--- config.mk ---
export PLATFORM = sky130hd
export DESIGN_NAME = fetch_sequencer
export DESIGN_NICKNAME = d
export VERILOG_FILES = /design/src/rtl/fetch_pkg.sv /design/src/rtl/fetch_buf.sv /design/src/rtl/fetch_sequencer.sv
export SDC_FILE = /design/constraint.sdc
export NUM_CORES = 1
export LEC_CHECK = 0
export BUFFER_PORTS_ARGS = -buffer_cell sky130_fd_sc_hd__buf_4
export CELL_PAD_IN_SITES_DETAIL_PLACEMENT = 0
export CELL_PAD_IN_SITES_GLOBAL_PLACEMENT = 1
export CORE_MARGIN = 2
export CORE_UTILIZATION = 35
export DETAILED_ROUTE_END_ITERATION = 8
export PLACE_DENSITY_LB_ADDON = 0.12
export SYNTH_ARGS = -nofsm -noshare
export SYNTH_HDL_FRONTEND = slang
export SYNTH_HIERARCHICAL = 1
export SYNTH_SLANG_ARGS = --single-unit
--- constraint.sdc ---
create_clock -name clk -period 9 [get_ports clk]
set_clock_uncertainty 0.1 [all_clocks]
set_input_delay 0.45 -clock clk [delete_from_list [all_inputs] [get_ports clk]]
set_output_delay 0.45 -clock clk [all_outputs]
set_load 0.1 [all_outputs]
--- src/rtl/fetch_pkg.sv ---
// -----------------------------------------------------------------------------
// fetch_pkg
// Shared types and helpers for the instruction-fetch sequencer.
//   - fetch_state_e : sequencer states (IDLE, FETCH, DRAIN, HALT)
//   - PC_W_DEF / INSTR_W_DEF : default address and instruction widths
//   - fetch_entry_t : one prefetch-buffer entry {pc, instr} at default widths
//   - sat_inc16     : saturating 16-bit increment for the performance counters
// -----------------------------------------------------------------------------
package fetch_pkg;

    localparam int PC_W_DEF    = 8;
    localparam int INSTR_W_DEF = 32;

    typedef enum logic [1:0] {
        IDLE  = 2'd0,
        FETCH = 2'd1,
        DRAIN = 2'd2,
        HALT  = 2'd3
    } fetch_state_e;

    typedef struct packed {
        logic [PC_W_DEF-1:0]    pc;
        logic [INSTR_W_DEF-1:0] instr;
    } fetch_entry_t;

    // Counter that sticks at all-ones instead of wrapping.
    function automatic logic [15:0] sat_inc16(input logic [15:0] v);
        return (v == 16'hFFFF) ? v : v + 16'd1;
    endfunction

endpackage

--- src/rtl/fetch_buf.sv ---
// -----------------------------------------------------------------------------
// fetch_buf
// Two-entry prefetch FIFO holding {pc, instr} pairs between instruction memory
// and decode. Entry 0 is always the head; a pop shifts entry 1 down.
// Ports:
//   clk, rst_n        : clock, asynchronous active-low reset
//   push_i, pop_i     : enqueue push_pc_i/push_instr_i, dequeue the head
//   flush_i           : discard all entries (overrides push and pop)
//   push_pc_i         : word address of the pushed instruction
//   push_instr_i      : pushed instruction word
//   count_o           : number of valid entries (0..2)
//   head_pc_o         : head word address, 0 when empty
//   head_instr_o      : head instruction, 0 when empty
// The caller guarantees no push into a full buffer without a same-cycle pop
// and no pop from an empty buffer.
// -----------------------------------------------------------------------------
module fetch_buf
    import fetch_pkg::*;
#(
    parameter int PC_W    = PC_W_DEF,
    parameter int INSTR_W = INSTR_W_DEF
) (
    input  logic               clk,
    input  logic               rst_n,
    input  logic               push_i,
    input  logic               pop_i,
    input  logic               flush_i,
    input  logic [PC_W-1:0]    push_pc_i,
    input  logic [INSTR_W-1:0] push_instr_i,
    output logic [1:0]         count_o,
    output logic [PC_W-1:0]    head_pc_o,
    output logic [INSTR_W-1:0] head_instr_o
);

    logic [1:0]         count_q, count_d;
    logic [1:0]         count_after_pop;
    logic [PC_W-1:0]    e0_pc_q, e1_pc_q;
    logic [INSTR_W-1:0] e0_instr_q, e1_instr_q;

    // Occupancy once this cycle's pop has been taken; the push lands there.
    assign count_after_pop = count_q - {1'b0, pop_i};

    always_comb begin
        count_d = count_q;
        if (flush_i) begin
            count_d = 2'd0;
        end else begin
            count_d = count_after_pop + {1'b0, push_i};
        end
    end

    always_ff @(posedge clk or negedge rst_n) begin
        if (!rst_n) begin
            count_q <= 2'd0;
        end else begin
            count_q <= count_d;
        end
    end

    // Payload storage carries no reset; emptiness is tracked by count_q alone.
    always_ff @(posedge clk) begin
        if (!flush_i) begin
            if (pop_i) begin
                e0_pc_q    <= e1_pc_q;
                e0_instr_q <= e1_instr_q;
            end
            if (push_i) begin
                if (count_after_pop == 2'd0) begin
                    e0_pc_q    <= push_pc_i;
                    e0_instr_q <= push_instr_i;
                end else begin
                    e1_pc_q    <= push_pc_i;
                    e1_instr_q <= push_instr_i;
                end
            end
        end
    end

    assign count_o      = count_q;
    assign head_pc_o    = (count_q != 2'd0) ? e0_pc_q    : '0;
    assign head_instr_o = (count_q != 2'd0) ? e0_instr_q : '0;

endmodule

--- src/rtl/fetch_sequencer.sv ---
// -----------------------------------------------------------------------------
// fetch_sequencer
// Instruction-fetch controller for the single-cycle MIPS datapath. Owns the
// fetch PC, drives the combinational instruction memory, prefetches into a
// 2-entry buffer and hands instructions to decode over valid/ready. Accepts
// redirects from execute and halts once the fetch PC leaves the program image.
//
// Optional feature macro: FETCH_PERF_EN
//   defined     -> fetch_cnt counts pops, redirect_cnt counts accepted
//                  redirects; both saturate and clear on reset and start.
//   not defined -> both counters read 0.
//
// Ports:
//   clk, rst_n      : clock, asynchronous active-low reset
//   start           : pulse; begins fetching at RESET_PC from IDLE or HALT
//   imem_addr       : registered fetch PC to instruction memory
//   imem_data       : combinational word for imem_addr
//   instr, instr_pc : buffer head instruction and its word address
//   instr_valid     : buffer non-empty
//   instr_ready     : decode accepts the head this cycle
//   redirect_valid  : control-flow change this cycle
//   redirect_pc     : redirect target word address
//   busy, done      : state is FETCH/DRAIN, state is HALT
//   fetch_cnt       : instructions delivered
//   redirect_cnt    : redirects taken
// -----------------------------------------------------------------------------
module fetch_sequencer
    import fetch_pkg::*;
#(
    parameter int PC_W     = PC_W_DEF,
    parameter int INSTR_W  = INSTR_W_DEF,
    parameter int PROG_LEN = 14,
    parameter int RESET_PC = 0
) (
    input  logic               clk,
    input  logic               rst_n,
    input  logic               start,
    output logic [PC_W-1:0]    imem_addr,
    input  logic [INSTR_W-1:0] imem_data,
    output logic [INSTR_W-1:0] instr,
    output logic [PC_W-1:0]    instr_pc,
    output logic               instr_valid,
    input  logic               instr_ready,
    input  logic               redirect_valid,
    input  logic [PC_W-1:0]    redirect_pc,
    output logic               busy,
    output logic               done,
    output logic [15:0]        fetch_cnt,
    output logic [15:0]        redirect_cnt
);

    localparam logic [PC_W-1:0] END_PC   = PC_W'(PROG_LEN);
    localparam logic [PC_W-1:0] START_PC = PC_W'(RESET_PC);

    fetch_state_e    state_q, state_d;
    logic [PC_W-1:0] fetch_pc_q, fetch_pc_d;
    logic            busy_q, done_q;

    logic [1:0]      buf_count;
    logic            buf_push, buf_pop, buf_flush;

    assign buf_pop = instr_valid & instr_ready;

    always_comb begin
        state_d    = state_q;
        fetch_pc_d = fetch_pc_q;
        buf_push   = 1'b0;
        buf_flush  = 1'b0;
        case (state_q)
            IDLE, HALT: begin
                if (start) begin
                    buf_flush  = 1'b1;
                    fetch_pc_d = START_PC;
                    state_d    = FETCH;
                end
            end
            FETCH, DRAIN: begin
                if (redirect_valid) begin
                    // Redirect beats both push and drain completion; a pop in
                    // this cycle has already been consumed by decode.
                    buf_flush  = 1'b1;
                    fetch_pc_d = redirect_pc;
                    state_d    = (redirect_pc < END_PC) ? FETCH : DRAIN;
                end else if (state_q == FETCH) begin
                    if (fetch_pc_q >= END_PC) begin
                        state_d = DRAIN;
                    end else if (buf_count != 2'd2 || buf_pop) begin
                        buf_push   = 1'b1;
                        fetch_pc_d = fetch_pc_q + PC_W'(1);
                    end
                end else if (buf_count == 2'd0) begin
                    state_d = HALT;
                end
            end
            default: state_d = IDLE;
        endcase
    end

    always_ff @(posedge clk or negedge rst_n) begin
        if (!rst_n) begin
            state_q    <= IDLE;
            fetch_pc_q <= START_PC;
            busy_q     <= 1'b0;
            done_q     <= 1'b0;
        end else begin
            state_q    <= state_d;
            fetch_pc_q <= fetch_pc_d;
            busy_q     <= (state_d == FETCH) || (state_d == DRAIN);
            done_q     <= (state_d == HALT);
        end
    end

    fetch_buf #(
        .PC_W    (PC_W),
        .INSTR_W (INSTR_W)
    ) u_buf (
        .clk          (clk),
        .rst_n        (rst_n),
        .push_i       (buf_push),
        .pop_i        (buf_pop),
        .flush_i      (buf_flush),
        .push_pc_i    (fetch_pc_q),
        .push_instr_i (imem_data),
        .count_o      (buf_count),
        .head_pc_o    (instr_pc),
        .head_instr_o (instr)
    );

    assign instr_valid = (buf_count != 2'd0);
    assign imem_addr   = fetch_pc_q;
    assign busy        = busy_q;
    assign done        = done_q;

`ifdef FETCH_PERF_EN
    logic [15:0] fetch_cnt_q, redirect_cnt_q;
    logic        start_take, redir_take;

    assign start_take = start && (state_q == IDLE || state_q == HALT);
    assign redir_take = redirect_valid && (state_q == FETCH || state_q == DRAIN);

    always_ff @(posedge clk or negedge rst_n) begin
        if (!rst_n) begin
            fetch_cnt_q    <= 16'd0;
            redirect_cnt_q <= 16'd0;
        end else if (start_take) begin
            fetch_cnt_q    <= 16'd0;
            redirect_cnt_q <= 16'd0;
        end else begin
            if (buf_pop) begin
                fetch_cnt_q <= sat_inc16(fetch_cnt_q);
            end
            if (redir_take) begin
                redirect_cnt_q <= sat_inc16(redirect_cnt_q);
            end
        end
    end

    assign fetch_cnt    = fetch_cnt_q;
    assign redirect_cnt = redirect_cnt_q;
`else
    assign fetch_cnt    = 16'd0;
    assign redirect_cnt = 16'd0;
`endif

endmodule

# Word-level counts from Yosys, hierarchy flattened
# Cells that the tools add are included.
[word_totals] reg_bits=94 input_bits=45 wordCells=68
[classes] addsub=3 order_cmp=2 eq_ne=11 n_mux=30 bitwise_logic=3 n_reduce_logical=10
[op_table] op="two-way mux 32 bit" count=4
[op_table] op="two-way mux 8 bit" count=9
[op_table] op="one-hot mux 8 bit (2 select lines)" count=1
[op_table] op="two-way mux 2 bit" count=7
[op_table] op="!= test 3 bit, second input constant" count=3
[op_table] op="adder 8 x 1 -> 8 bit, second input constant" count=1
[op_table] op="equality test 2 bit, second input constant" count=4
[op_table] op="greater-or-equal comparator 8 x 4 -> 1 bit, second input constant" count=1
[op_table] op="less-than comparator 8 x 4 -> 1 bit, second input constant" count=1
[op_table] op="two-way mux 1 bit" count=7
[op_table] op="zero test 2 bit" count=3
[op_table] op="equality test 2 x 1 -> 1 bit, second input constant" count=2
[op_table] op="!= test 2 bit, second input constant" count=2
[op_table] op="one-hot mux 2 bit (2 select lines)" count=1
[op_table] op="AND reduction 4 bit" count=1
[op_table] op="OR reduction 2 bit" count=2
[op_table] op="AND reduction 3 bit" count=1
[op_table] op="adder 2 x 1 -> 2 bit" count=1
[op_table] op="logical OR 1 bit" count=2
[op_table] op="NOT 1 bit" count=2
[op_table] op="one-hot mux 1 bit (2 select lines)" count=1
[op_table] op="nonzero test 2 bit" count=1
[op_table] op="subtractor 2 x 1 -> 2 bit" count=1
[op_table] op="bitwise AND 1 bit" count=1

# Longest topological paths before layout
# Gate-level depths: netlist (run 1).
[logic_depth] depth_word=10 mapped_depth=9 depth_no_buf=8

# Hierarchy
# Netlist (run 1), hierarchy kept.
[by_module_without_submodules] module="fetch_buf" n_inst=1 cells_each=225 area_each_um2=4083.9 seq_area_each_um2=2452.4
[by_module_without_submodules] module="fetch_sequencer" n_inst=1 cells_each=125 area_each_um2=1086.0 seq_area_each_um2=300.3

# Worst setup path after synthesis (run 1)
# Ideal clock, no wire load.
[synth_timing] path_kind="reg-to-reg" from="reg state_q[0]" to="reg u_buf.e1_instr_q[0] (enable)" setup_ns=0.395 t_arrival_ns=3.179 slack_ns=5.327 stages_incl_launch_ff=8 synth_period_minus_slack_ns=3.673 cell_sequence="dfrtp_1 ha_1 buf_2 nor2b_1 a21oi_1 inv_1 inv_1 o211a_1"
[synth_via] elab_chain_cells=5 elab_cells_between_ends=12
[synth_lines] item="start: declaration" line="fetch_sequencer.sv:55" source="fetch_state_e state_q, state_d;"
[synth_lines] item="start signal: assignment" line="fetch_sequencer.sv:106" source="state_q <= state_d;"
[synth_lines] item="equality test 2 x 1 -> 1 bit, or another cell as far along" line="fetch_sequencer.sv:69" source="case (state_q)"
[synth_lines] item="OR reduction 2 bit" line="fetch_sequencer.sv:69"
[synth_lines] item="one-hot mux 1 bit (2 select lines) (*)" line="fetch_sequencer.sv:69"
[synth_lines] item="via buf_flush" line="fetch_sequencer.sv:60" source="logic buf_push, buf_pop, buf_flush;"
[synth_lines] item="NOT 1 bit (no source line) (*)"
[synth_lines] item="AND reduction 3 bit (no source line) (*)"
[synth_lines] item="end signal: assignment" line="fetch_buf.sv:73" source="e1_instr_q <= push_instr_i;"
[synth_lines] item="end: declaration" line="fetch_buf.sv:38" source="logic [INSTR_W-1:0] e0_instr_q, e1_instr_q;"
# The timed path passes the listed nets; every way through them passes the cells marked *.
# A chain may end at the register's enable or synchronous reset.

# Worst setup path after layout (run 1)
[layout_timing] from="reg state_q[1]" to="reg u_buf.e1_pc_q[1] (enable)"
[layout_via] elab_chain_cells=5 elab_cells_between_ends=12
[layout_lines] item="equality test 2 x 1 -> 1 bit, or another cell as far along" line="fetch_sequencer.sv:69"
[layout_lines] item="OR reduction 2 bit" line="fetch_sequencer.sv:69"
[layout_lines] item="one-hot mux 1 bit (2 select lines) (*)" line="fetch_sequencer.sv:69"
[layout_lines] item="via buf_flush" line="fetch_sequencer.sv:60"
[layout_lines] item="NOT 1 bit (no source line) (*)"
[layout_lines] item="AND reduction 3 bit (no source line) (*)"
[layout_lines] item="end signal: assignment" line="fetch_buf.sv:72" source="e1_pc_q <= push_pc_i;"
[layout_lines] item="end: declaration" line="fetch_buf.sv:37" source="logic [PC_W-1:0] e0_pc_q, e1_pc_q;"
# Marks and branches as above.

==> metrics.txt, run 1 <==
Non-Filler Instances 633; cells after synthesis 350; post-route cell area 6190 sq um; Critical Path RT 8900 ps; share of post-route cells with drive strength above 1 45.7%; num ports 128; first-pass iteration count of the detailed router 4; FF-to-FF path depth 8; Avg WL per Cell 16.3 microns; initial antenna violation count 0; worst hold start imem_data[17]; Area growth syn-to-layout 19.7%; startpoint types flop; synthesized flop and latch total 94; post-CTS sizing 0; final setup vio count 0; routability cong. 0.724; clock latency on the worst-skew pair 340 ps; status finished clean; via/cell ratio 4.62; Final HPWL DP 6690 microns; maximum fanout along the worst path 41; clock root buffer clkbuf_16; vias in the first global route 2905; r2r endpoint u_buf/e1_pc_q[1]; Core Box Area 14500 sq um; fin. max-slew vios 0; first-pass GRT wire length 16100 microns; most common cell after layout, fill and taps aside buf_4; RSZ-0062 raised after global routing no; Worst Hold End u_buf/e1_instr_q[17]; setup slack, reg-to-reg 5080 ps; commonest cells after routing, fill and taps aside buf_4 (98), mux2_4 (80), edfxtp_1 (80); Final Critical Period 3920 ps; Die Y 126 microns; Die ar. 15800 sq um; port buffer count 95; DRT Wirelength 10300 microns; synthesized area 5170 sq um; deepest clock path buffer count 2; Starting DRT DRC Count 164; antenna cells 0; period utilisation layout 43.5%; Setup crit end kind flop; Post-synth EDFFs 80; max cap viols 0; initial core utilization 35.7%; CTS Sinks 94; die span in x 126 microns; setup TNS 0 ps; synth top area cells edfxtp_1 (46%), mux2_4 (23%), dfrtp_1 (6.8%); Clock transition at path regs 70 ps; number of buffers created by CTS 9; Antenna Nets Post-Route 0; largest net degree at the start of global routing 42; worst hold path class in2reg; WP data arrival 3820 ps; worst slew pin tran 1170 ps; vias 2923; placed cells 616; DRC 0; total gr overflow 0; # H-tree levels 3; Hold Fails Final Rpt 0; yosys warns 6; largest area contributor in the netlist edfxtp_1; Nets 495; post-synthesis average cell area 14.8 sq um; Distinct cells, synth 42; Top FF cell, synth edfxtp_1; r2r startpoint state_q[1]; placed cell area 5910 sq um; area share of the largest cell type after synthesis 46.5%; hold depth 1; fmax 0.255 GHz; crit path kind reg2reg; Post-synth ARST share 14.9%; Site Rows 44; CTS tree yes; GRT Total Usage 13.2%; register area share after synthesis 53.2%; headroom to the max-slew limit 21.4%
## area by class of cell
type	instances	area (sq um)
Clock inverter	7	45.0
Inverter	9	33.8
Multi-Input combinational cell	231	2160
Tap cell	184	230
Timing Repair Buffer	99	746
Clock buffer	9	225
Fill cell	1377	8290
Sequential cell	94	2750
## what timing repair did
action / 4_1_cts / 5_1_grt
endpoints found under the hold margin: 14 / 0
setup buffers: 0 / 0
hold buffers: 1 / 0
## state kept, by name, summed over array words and instances (netlist names)
signal	cells
state_q	2
busy	1
u_buf/count_o	2
imem_addr	8
u_buf/e0_instr_q	32
done	1
u_buf/e0_pc_q	8
u_buf/e1_pc_q	8
u_buf/e1_instr_q	32
## critical path, cell delays in order (launching register included)
cell and delay (ps):
dfrtp_1 350, inv_1 50, ha_1 500, nor2b_1 110, a21oi_1 460, inv_1 170, inv_2 730, o211a_2 650
buf_4 430
## synth_stat cells (2+ instances only)
cell / number
or4_1: 2
nand2_1: 4
nor2_1: 10
mux2_4: 80
buf_4: 36
inv_1: 8
a211oi_1: 2
nand3_1: 9
and3_1: 3
o211ai_1: 5
buf_6: 5
clkbuf_1: 5
and2_1: 2
nor2b_1: 43
or3_1: 3
a22o_1: 2
ha_1: 6
o31ai_2: 2
a21oi_1: 6
or2_2: 2
dfrtp_1: 14
a31oi_1: 2
edfxtp_1: 80
## routing by layer
metal  track usage (%)  up-vias  share of wire (%)
met5                 0        -                  0
met4              3.53        0               0.83
met3              4.36        6                5.8
met2              20.2       85                 46
met1              18.1     1429                 47
li1                  -     1403                  -
## how the worst max path moves through the flow
stage | startpoint | to | slack [ps] | cells past startpoint
floorplan | state_q[0] | u_buf/e1_instr_q[0] | 5330 | 7
global placement | state_q[1] | u_buf/e1_instr_q[30] | 5000 | 8
detailed placement | state_q[1] | u_buf/e1_pc_q[1] | 4980 | 8
CTS | state_q[1] | u_buf/e1_pc_q[1] | 4950 | 8
global route | state_q[1] | u_buf/e1_pc_q[1] | 4670 | 8
finish | state_q[1] | u_buf/e1_pc_q[1] | 5080 | 8
## cell families after synthesis
group	Yosys count	synth area share [%]
xor gates and xnor gates	1	0.436
other	1	0.0725
adders and majority gates	6	1.45
muxes	80	23.2
buffers and inverters	56	7.43
AOI/OAI and AO/OA	26	3.82
DFF	94	53.2
and+or+nand+nor	86	10.3
## per-stage QoR
step	utilization, %	hold slack, ps	setup WS [ps]
4_1_cts	42.8	175	4950
2_1_floorplan	-	54.4	5330
6_report	42.8	193	5080
3_3_place_gp	40.8	220	5000
3_5_place_dp	40.8	223	4980
5_1_grt	42.8	173	4670
Power of run 1 is left out: the tool's default activity adds up to more than one toggle a clock period on the data nets, which glitch-free logic cannot reach.
==> run 2: changes to the inputs <==
--- a/config.mk
+++ b/config.mk
@@ -5,6 +5,7 @@
 export SDC_FILE = /design/constraint.sdc
 export NUM_CORES = 1
 export LEC_CHECK = 0
+export ABC_AREA = 1
 export BUFFER_PORTS_ARGS = -buffer_cell sky130_fd_sc_hd__buf_4
 export CELL_PAD_IN_SITES_DETAIL_PLACEMENT = 0
 export CELL_PAD_IN_SITES_GLOBAL_PLACEMENT = 1
==> constraint.sdc (replaced) <==
create_clock -name clk -period 4 [get_ports clk]
set_clock_uncertainty 0.1 [all_clocks]
set_input_delay 0.2 -clock clk [delete_from_list [all_inputs] [get_ports clk]]
set_output_delay 0.2 -clock clk [all_outputs]
set_load 0.1 [all_outputs]
==> run 2 against run 1 <==
Compared with the run above: worst hold slack lost 120 ps; worst setup slack worse by 4200 ps; synthesized area shrank 3.5%; count of clock-buffer cells in the layout grew 1; die area decreased by 3.4%; critical path type unchanged; highest routed layer unchanged.
==> metrics.txt, run 2 <==
r2r startpoint imem_addr[0]; first-pass GRT wire length 18300 microns; num ports 128; die span in x 123 microns; Worst Hold End imem_addr[6]; most instantiated library cell after synthesis nand2_1; period utilisation layout 78.4%; Top FF cell, synth edfxtp_1; RSZ-0062 raised after global routing no; total gr overflow 0; first-pass iteration count of the detailed router 4; Setup crit end kind flop; cells after synthesis 573; via/cell ratio 4.50; Hold Slack 72.9 ps; worst hold start redirect_pc[6]; DRC 0; share of post-route cells with drive strength above 1 19.0%; startpoint types flop; Avg WL per Cell 13.7 microns; Clock transition at path regs 70 ps; top post-synthesis cells by count nand2_1 (158), edfxtp_1 (80), nor2_1 (66); number of buffers created by CTS 9; post-synthesis average cell area 8.70 sq um; Die Y 123 microns; hold depth 5; Nets 739; Worst Setup Slack post-DPL 830 ps; GRT Total Usage 16.0%; commonest cells after routing, fill and taps aside nand2_1 (157), buf_4 (100), edfxtp_1 (80); fmax 0.319 GHz; initial antenna violation count 0; Post-synth EDFFs 80; Die ar. 15200 sq um; r2r endpoint u_buf/e0_instr_q[20]; CTS Sinks 94; Antenna Nets Post-Route 0; final setup vio count 0; # H-tree levels 3; Critical Path RT 4000 ps; synth top area cells edfxtp_1 (48%), nand2_1 (12%), dfrtp_1 (7.0%); vias 3932; largest area contributor in the netlist edfxtp_1; Hold Fails Final Rpt 0; yosys warns 6; CTS tree yes; synthesized area 4990 sq um; largest net degree at the start of global routing 81; clock latency on the worst-skew pair 350 ps; Post-CTS Setup Bufs 0; setup slack, reg-to-reg 870 ps; status finished clean; Largest regs u_buf/e0_instr_q x32, u_buf/e1_instr_q x32; Final Critical Period 3130 ps; Core Box Area 13900 sq um; Site Rows 43; maximum fanout along the worst path 42; vias in the first global route 3577; Area growth syn-to-layout 26.9%; max cap viols 0; clock root buffer clkbuf_16; placed cells 824; deepest clock path buffer count 2; Fillers 1409; synthesized flop and latch total 94; DRT Wirelength 11900 microns; area share of the largest cell type after synthesis 48.2%; antenna cells 0; Final HPWL DP 7200 microns; Post-synth ARST share 14.9%; Starting DRT DRC Count 240; fin. max-slew vios 0; Final WS setup 865 ps; WP data arrival 3130 ps; worst hold path class in2reg; port buffer count 95; Non-Filler Instances 873; worst slew pin tran 1110 ps; register area share after synthesis 55.2%; crit path kind reg2reg; most common cell after layout, fill and taps aside nand2_1; headroom to the max-slew limit 26.2%; setup TNS 0 ps; FF-to-FF path depth 11; routability cong. 0.794; initial core utilization 35.9%; Distinct cells, synth 28
[run 2: kinds of logic after synthesis]
family,share of synthesized area (%)
adders and majority gates,1.51
xor gates and xnor gates,0.176
AOI/OAI and AO/OA,6.45
and+or+nand+nor,23.5
DFF,55.2
other,0.0752
buffers and inverters,13.1
[run 2: metrics by stage]
step / area, sq um / utilization, %
global route: 6330 / 45.6
CTS: 6330 / 45.6
floorplan: 5110 / -
global placement: 5710 / 41.1
detailed placement: 5710 / 41.1
finish: 6330 / 45.6
[run 2: cell type report]
class	count	area [sq um]	area share, %
sequential	94	2750	43.5
multi-input combinational	383	1730	27.3
clock buffer	10	229	3.62
inverter	67	251	3.97
clock inverter	6	61.3	0.969
tap	180	225	3.56
timing repair buffer	133	1080	17.1
[run 2: layer usage]
| metal | wire [microns] | share of wire [%] | up-vias | global-route usage [%] |
|---|---|---|---|---|
| met5 | 0 | 0 | - | 0 |
| met4 | 153 | 1.3 | 0 | 4.97 |
| met3 | 701 | 5.9 | 14 | 4.47 |
| met2 | 5570 | 47 | 107 | 26.8 |
| met1 | 5490 | 46 | 1796 | 20.1 |
| li1 | - | - | 2015 | - |
[run 2: worst max-delay path by stage]
| stage | start | to | slack, ps |
|---|---|---|---|
| floorplan | imem_addr[0] | u_buf/e1_instr_q[0] | 180 |
| global placement | imem_addr[0] | u_buf/e0_instr_q[9] | 940 |
| detailed placement | imem_addr[0] | u_buf/e0_instr_q[21] | 830 |
| CTS | imem_addr[0] | u_buf/e0_instr_q[21] | 830 |
| global route | imem_addr[0] | u_buf/e0_pc_q[5] | 550 |
| finish | imem_addr[0] | u_buf/e0_instr_q[20] | 870 |
[run 2: what timing repair did]
item	in CTS	in global routing
hold buffers	33	0
gates resized for setup	0	0
endpoints found under the setup margin	0	0
endpoints found under the hold margin	46	0
[run 2: critical path, stage by stage (launching register included)]
cell and delay [ps]:
dfrtp_1 480, inv_1 140, ha_1 220, nor2_1 120
nor2_2 50, nor2_1 110, nand2_2 100, nor2_4 90
buf_4 460, nand2_2 660, nand2_1 240, nand2_1 70
Power of run 2 is left out for the same reason.
